--- config.mk ---
export PLATFORM = sky130hd
export DESIGN_NAME = oam_dma_arbiter
export DESIGN_NICKNAME = d
export VERILOG_FILES = /design/src/rtl/gb_dma_pkg.sv /design/src/rtl/oam_dma_arbiter.sv
export SDC_FILE = /design/constraint.sdc
export NUM_CORES = 1
export LEC_CHECK = 0
export ABC_AREA = 1
export BUFFER_PORTS_ARGS = -buffer_cell sky130_fd_sc_hd__buf_2
export CORE_UTILIZATION = 47
export CTS_CLUSTER_DIAMETER = 40
export CTS_CLUSTER_SIZE = 25
export DETAILED_ROUTE_END_ITERATION = 8
export PLACE_DENSITY = 0.77
export SKIP_LAST_GASP = 1
export SYNTH_ARGS = -nofsm -noshare
export SYNTH_HDL_FRONTEND = slang
export SYNTH_SLANG_ARGS = --single-unit
export TNS_END_PERCENT = 20
--- constraint.sdc ---
create_clock -name clk -period 1.5 [get_ports clk]
set_input_delay 0.075 -clock clk [delete_from_list [all_inputs] [get_ports clk]]
set_output_delay 0.075 -clock clk [all_outputs]
set_load 0.005 [all_outputs]
--- src/rtl/gb_dma_pkg.sv ---
// gb_dma_pkg: shared state encoding, addresses and source remap for the OAM DMA arbiter
package gb_dma_pkg;
  typedef enum logic [1:0] {DmaIdle, DmaStart, DmaTransfer, DmaDrain} dma_state_e;
  localparam logic [15:0] DMA_REG_ADDR = 16'hFF46;
  localparam logic [7:0]  HIGH_PAGE    = 8'hFF;
  function automatic logic [7:0] remap(input logic [7:0] s);
    return (s >= 8'hE0) ? s - 8'h20 : s;
  endfunction
endpackage

--- src/rtl/oam_dma_arbiter.sv ---
// oam_dma_arbiter: OAM DMA sequencer and CPU/DMA bus arbiter; define DMA_BUS_CONFLICT_EN to expose the DMA byte on locked-out CPU reads
module oam_dma_arbiter
  import gb_dma_pkg::*;
#(
  parameter int LENGTH      = 160,
  parameter int START_DELAY = 1
) (
  input  logic        clk,
  input  logic        reset,
  input  logic [1:0]  t_cycle,
  input  logic        cpu_mem_enable,
  input  logic        cpu_mem_write,
  input  logic [15:0] cpu_addr,
  input  logic [7:0]  cpu_data_out,
  output logic [7:0]  cpu_data_in,
  output logic        bus_enable,
  output logic        bus_write,
  output logic [15:0] bus_addr,
  output logic [7:0]  bus_data_write,
  input  logic [7:0]  bus_data_read,
  output logic        hi_enable,
  input  logic [7:0]  hi_data_read,
  output logic        oam_enable,
  output logic [7:0]  oam_addr,
  output logic [7:0]  oam_data_write,
  output logic        dma_active
);
  localparam logic [7:0]  LAST     = 8'(LENGTH - 1);
  localparam logic [15:0] LAST_DLY = 16'(START_DELAY - 1);
  dma_state_e  state, state_n;
  logic [7:0]  src, src_n, act_src, act_src_n, idx, idx_n, wr_idx, wr_idx_n, data, data_n;
  logic [15:0] dly, dly_n;
  logic        wr_valid, wr_valid_n, pend, pend_n, hold, hold_n;
  logic        commit, is_reg, is_hi, wr46, xfer, cpu_bus, lock;
  assign commit = t_cycle == 2'd3;
  assign is_reg = cpu_addr == DMA_REG_ADDR;
  assign is_hi  = cpu_addr[15:8] == HIGH_PAGE;
  assign wr46   = cpu_mem_enable & cpu_mem_write & is_reg;
  assign xfer   = state == DmaTransfer;
  always_comb begin
    state_n    = state;
    src_n      = src;
    act_src_n  = act_src;
    idx_n      = idx;
    wr_idx_n   = wr_idx;
    data_n     = data;
    dly_n      = dly;
    wr_valid_n = wr_valid;
    pend_n     = pend;
    hold_n     = hold;
    if (commit) begin
      wr_valid_n = xfer;
      if (xfer) begin
        data_n   = bus_data_read;
        wr_idx_n = idx;
        state_n  = (idx == LAST) ? DmaDrain : DmaTransfer;
        idx_n    = (idx == LAST) ? idx : idx + 8'd1;
      end
      // a restart that outlives the old transfer waits in Start with the lockout held
      if (state == DmaDrain) begin
        state_n = (pend || wr46) ? DmaStart : DmaIdle;
        hold_n  = pend || wr46;
      end
      if (pend) begin
        dly_n = dly + 16'd1;
        if (dly == LAST_DLY && !wr46) begin
          state_n   = DmaTransfer;
          idx_n     = 8'd0;
          act_src_n = remap(src);
          pend_n    = 1'b0;
          hold_n    = 1'b0;
        end
      end
      if (wr46) begin
        src_n   = cpu_data_out;
        pend_n  = 1'b1;
        dly_n   = 16'd0;
        state_n = (state == DmaIdle) ? DmaStart : state_n;
      end
    end
  end
  always_ff @(posedge clk)
    if (reset) begin
      state    <= DmaIdle;
      src      <= 8'hFF;
      act_src  <= 8'h00;
      idx      <= 8'h00;
      wr_idx   <= 8'h00;
      data     <= 8'h00;
      dly      <= 16'd0;
      wr_valid <= 1'b0;
      pend     <= 1'b0;
      hold     <= 1'b0;
    end else begin
      state    <= state_n;
      src      <= src_n;
      act_src  <= act_src_n;
      idx      <= idx_n;
      wr_idx   <= wr_idx_n;
      data     <= data_n;
      dly      <= dly_n;
      wr_valid <= wr_valid_n;
      pend     <= pend_n;
      hold     <= hold_n;
    end
  always_comb begin
    dma_active     = xfer || state == DmaDrain || (state == DmaStart && hold);
    cpu_bus        = cpu_mem_enable & ~is_hi & ~dma_active;
`ifdef DMA_BUS_CONFLICT_EN
    lock           = 1'b0;
`else
    lock           = dma_active;
`endif
    bus_enable     = xfer | cpu_bus;
    bus_write      = ~xfer & cpu_bus & cpu_mem_write;
    bus_addr       = xfer ? {act_src, idx} : cpu_addr;
    bus_data_write = cpu_data_out;
    hi_enable      = cpu_mem_enable & is_hi & ~is_reg;
    oam_enable     = wr_valid;
    oam_addr       = wr_idx;
    oam_data_write = data;
    cpu_data_in    = !cpu_mem_enable ? 8'hFF :
                     is_reg          ? src :
                     is_hi           ? hi_data_read :
                     lock            ? 8'hFF : bus_data_read;
  end
endmodule
# Yosys cells after proc, flatten, opt, wreduce, memory -nomap -nowiden
# Index checks and enable logic that the tools add are counted.
[op_classes]
n_lt_le_gt_ge = 1
bitwise = 13
mul = 0
eq_ne = 7
n_mux = 26
n_addsub = 3
reduce_logical = 13
n_div = 0
shift = 0
[op_table]
columns = ["op", "count"]
rows = [
  ["$mux 8", 9],
  ["$mux 16", 3],
  ["$add 16x1->16 const B", 1],
  ["$eq 16x16->1 const B", 1],
  ["$eq 8x8->1 const B", 2],
  ["$logic_not 16->1", 1],
  ["$mux 2", 6],
  ["$add 8x1->8 const B", 1],
  ["$and 1x1->1", 8],
  ["$ge 8x8->1 const B", 1],
  ["$mux 1", 8],
  ["$sub 8x6->8 const B", 1],
  ["$eq 2x2->1 const B", 3],
  ["$reduce_and 2->1", 3],
  ["$not 1->1", 4],
  ["$logic_or 1x1->1", 3],
  ["$reduce_and 3->1", 1],
  ["$eq 2x1->1 const B", 1],
  ["$logic_and 1x1->1", 2],
  ["$logic_not 2->1", 1],
  ["$reduce_bool 2->1", 1],
  ["$logic_not 1->1", 1],
  ["$or 1x1->1", 1],
]
[word_totals]
input_bits = 46
n_memories = 0
latch_bits = 0
register_bits = 61
romBits = 0
wordCells = 73
mem_bits_rw = 0

# Longest topological paths before layout
[depth]
ltp_word = 9
depth_mapped = 11
mapped_depth_nobuf = 11

# Worst setup path after synthesis
# No wires, ideal clock.
[synth_timing]
path_kind = "flip-flop to flip-flop"
start = "register dly[0]"
end = "register act_src[4]"
setup_ns = 0.142
n_path_buf = 1
t_arrival_ns = 1.387
path_stages_with_launch = 11
path_slack_ns = -0.029
cell_sequence = "dfxtp_1 inv_1 ha_1 inv_1 nor3_1 nand2_1 nor2_1 nand3_2 buf_4 nor2_1 a211oi_2"
[synth_between]
elab_chain_len = 3
[synth_rtl]
columns = ["element", "line", "text"]
rows = [
  ["from (decl)", "oam_dma_arbiter.sv:32", "logic [15:0] dly, dly_n;"],
  ["from (signal assigned)", "oam_dma_arbiter.sv:101", "dly <= dly_n;"],
  ["$logic_not 16->1", "oam_dma_arbiter.sv:66", "if (dly == LAST_DLY && !wr46) begin"],
  ["$logic_and 1x1->1", "oam_dma_arbiter.sv:66", ""],
  ["$reduce_and 3->1 (no line)", "--", ""],
  ["to (signal assigned)", "oam_dma_arbiter.sv:97", "act_src <= act_src_n;"],
  ["to (decl)", "oam_dma_arbiter.sv:31", "logic [7:0] src, src_n, act_src, act_src_n, idx, idx_n, wr_idx, wr_idx_n, data, data_n;"],
]
# No other way between the ends.
# A chain may end at the register's enable or synchronous reset.

# Worst setup path in the final report
[layout_timing]
start = "register state[0]"
end = "output port cpu_data_in[0]"
[layout_between]
elab_chain_len = 7
word_cells_on_any_way = 10
[layout_rtl]
columns = ["element", "line", "text"]
rows = [
  ["from (decl)", "oam_dma_arbiter.sv:30", "dma_state_e state, state_n;"],
  ["from (signal assigned)", "oam_dma_arbiter.sv:84", "state <= DmaIdle;"],
  ["from (signal assigned)", "oam_dma_arbiter.sv:95", "state <= state_n;"],
  ["$eq 2x2->1, or another cell as far along", "oam_dma_arbiter.sv:39", "assign xfer = state == DmaTransfer;"],
  ["$logic_or 1x1->1 or $logic_and 1x1->1 (tied branches)", "oam_dma_arbiter.sv:107", "dma_active = xfer || state == DmaDrain || (state == DmaStart && hold);"],
  ["$logic_or 1x1->1 (*)", "oam_dma_arbiter.sv:107", ""],
  ["$mux 8 (*)", "oam_dma_arbiter.sv:125", "lock ? 8'hFF : bus_data_read;"],
  ["$mux 8 (*)", "oam_dma_arbiter.sv:124", "is_hi ? hi_data_read :"],
  ["$mux 8 (*)", "oam_dma_arbiter.sv:123", "is_reg ? src :"],
  ["$mux 8 (*)", "oam_dma_arbiter.sv:122", "cpu_data_in = !cpu_mem_enable ? 8'hFF :"],
  ["to (decl)", "oam_dma_arbiter.sv:15", "output logic [7:0] cpu_data_in,"],
]
# Mark *: on every way between the ends. The rest lies on a longest branch, timed or not.

==> results by group <==
Status
  • Status: finished, violations left
  • Failing checks: negative setup slack

GRT
  • Number of global-route vias before repair: 3,580
  • Initial antenna violation count: 0
  • Largest net degree at the start of global routing: 33
  • GRT Total Usage: 26.65%
  • First-pass GRT wire length: 16.01 mm
  • Congestion Overflow GR: 0

Timing
  • Final setup viols: 24
  • Fin. Hold Viols: 0
  • Layout Skew: 6.961 ps
  • RSZ-0062 raised after global routing: yes
  • Max-slew violation count: 0
  • Period minus WS final: 1640 ps
  • TNS Setup: -1657 ps
  • Peak Freq: 0.6096 GHz
  • Worst slew margin: 66.26%
  • Period utilization: 109.4%
  • Slew @ Worst Pin: 505.5 ps
  • Post-route setup slack: -140.3 ps

Clocking
  • CTS tree: done
  • Post-CTS Repair Setup Buffers: 0
  • Clock latency at the later pin of the worst-skew pair: 340 ps
  • Clk buf depth: 2
  • Worst-path clk slew: 60 ps
  • CTS root buffer: clkbuf_8
  • CTS sink cnt: 61
  • CTS buffer count: 9
  • H-tree depth: 3

Worst setup path
  • Worst Path Class, Setup: reg -> out
  • Reg-to-reg critical path startpoint: dly[0]$_SDFFE_PP0P_
  • CP max-delay cell: dfxtp_2
  • Worst Setup Start Kind: register
  • Worst Setup End Kind: output pin
  • Cell family with most CP delay: compound AO/OA/AOI/OAI gates
  • Critical Path Start: state[0]$_SDFFE_PP0N_
  • Worst path bufs/invs: 2
  • Req. time, crit path: 1420 ps
  • Crit Path Max Fanout: 5
  • Reg-to-reg setup timing slack: 20 ps
  • Crit-path cells: a21oi_4 > clkinv_4 > nor2_2 > nand2_1 > o211ai_1 > nand3_1 > buf_2
  • CP max stage delay: 340 ps
  • Worst path arrival time: 1570 ps

Detailed routing
  • Antenna Nets Post-Route: 0
  • Iteration-0 DRC Markers: 227
  • Drt wl/cell: 13.49 µm
  • # DRC: 0
  • Drt first pass iters: 5
  • Total number of vias: 3,907
  • Routed WL: 10.22 mm
  • Via-to-Cell Ratio: 5.154

Logic synthesis
  • Flops & latches, synth: 61
  • Synth async-reset ratio: 0%
  • Post-synth EDFFs: 0
  • Cell taking the most area after synthesis: dfxtp_1
  • Sequential area share after synthesis: 34.66%
  • Syn nets: 571
  • Synth warn: 0
  • Synth top area share: 34.66%
  • Netlist Area Pre-Place: 3523 µm²
  • Ys flop type: dfxtp_1
  • Avg Inst Size Synth: 6.763 µm²
  • Number of distinct library cells after synthesis: 35
  • Post-Synthesis Cells: 521
  • Most numerous cell in the Yosys netlist: nand2_1
  • Synth area leaders: dfxtp_1 (35%), nand2_1 (13%), nor2_1 (8.9%)
  • Most instantiated cells after synthesis: nand2_1 (122), nor2_1 (84), dfxtp_1 (61)

Cells and area
  • FF+latch area: 1227 µm²
  • Fillers: 641
  • Multi-input logic area: 2014 µm²
  • Layout cell share with drive strength beyond 1: 32.02%
  • Nets: 704
  • Area Overhead vs Synth: 34.27%
  • Post-Layout Inst Area: 4731 µm²
  • N_diodes: 0

Hold path
  • Hold path start: bus_data_read[4]
  • Worst min path class: in -> reg

Placement
  • Post-DP HPWL: 7.335 mm
  • DP Worst Slack: -84.55 ps
  • GPL Wtd Cong: 0.9353
  • Placed Area: 4244 µm²
  • Port bufs: 98

Pwr
  • Pwr Total: 0.003576 W
  • VDD IR max: 499.7 µV
  • Leakage: 2.239 nW
  • Pwr Density: 756.0 nW/µm²

Floorplanning
  • Cell row count: 31
  • Die ar.: 7846 µm²
  • Die X: 88.58 µm
  • Boundary pin count: 99
  • CORE AREA: 7253 µm²
  • Initial Util: 48.58%
  • Die Height: 88.58 µm

Job
  • Max Cap Violations: 0
-- timing repair --
action | CTS | global route
endpoints found under the setup margin | 43 | 51
cloned | 1 | 0
endpoints found under the hold margin | 15 | 0
hold buffers | 15 | 0
pin swaps | 1 | 8
gates resized for setup | 15 | 18
-- layer usage --
layer / vias to the layer above / track usage (%) / routed length, µm
met2: 155 / 49.09 / 5096
met5: - / 0 / 0
met3: 26 / 5.037 / 646
li1: 1935 / - / -
met1: 1791 / 29.86 / 4220
met4: 0 / 11.44 / 259
-- where the power goes --
group	internal, W	switching (W)
Clock	0.00102	0.000637
Sequential	0.00162	0.000000000793
Combinational	0.000145	0.000155
Total	0.00278	0.000792
-- worst paths after layout --
path,depth (start not counted),end
min,3,oam_data_write[4]$_SDFFE_PP0P_
max,7,cpu_data_in[0]
min reg2reg,2,oam_enable$_SDFFE_PP0N_
max reg2reg,12,idx[4]$_SDFFE_PP0N_
-- tightest hold or removal path, delay by kind of cell --
family,cells,cell delay [ps]
AND/OR/NAND/NOR,2,150
buffers and inverters,1,110
-- per-stage QoR --
stage | util [%] | instances | hold WS (ps)
2_1_floorplan | - | 521 | 201.1
3_3_place_gp | 58.51 | 726 | 305.3
3_5_place_dp | 58.51 | 726 | 310.3
4_1_cts | 64.40 | 758 | 18.44
5_1_grt | 65.22 | 758 | 42.06
6_report | 65.22 | 758 | 35.05
-- sequential cells by signal, summed over array words and instances, names as in the netlist --
register	flops
src	8
hold	1
idx	8
oam_enable	1
pend	1
oam_data_write	8
dly	16
state	2
oam_addr	8
act_src	8
-- kinds of logic after synthesis --
group                    count (synthesis)  share of synthesized area, %
AO/OA/AOI/OAI                           85                         15.55
XOR/XNOR                                10                         2.486
adder cells (fa/ha/maj)                  4                         1.421
buffers and inverters                   84                         10.48
flip-flops                              61                         34.66
AND/OR/NAND/NOR                        277                         35.40
-- layout make-up --
type                       instances  area share (%)
clock inverter                     4           1.481
timing repair inverter             1          0.1058
sequential                        61           25.95
multi-input combinational        376           42.58
timing repair buffer             147           19.28
clock buffer                      12           3.280
inverter                          58           4.708
tap                               99           2.618
-- cells in the final DEF (no fill, tap or decap), types with 3 or more instances in the layout --
cell / n
buf_2: 98
dfxtp_2: 5
inv_1: 51
o22ai_1: 3
nand4_1: 3
nor2_4: 5
nand3_1: 31
buf_4: 32
nand2_2: 10
xor2_1: 9
nand2_4: 6
inv_2: 6
a21oi_2: 9
a211oi_1: 8
nor2_2: 5
a21oi_1: 15
clkbuf_8: 11
nor2_1: 78
nand2_1: 120
dlygate4sd3_1: 15
a211oi_2: 5
nor3_2: 4
ha_1: 3
o21ai_0: 33
clkinv_2: 3
o211ai_1: 7
nor3_1: 9
dfxtp_1: 56
(Power assumes the default switching activity.)
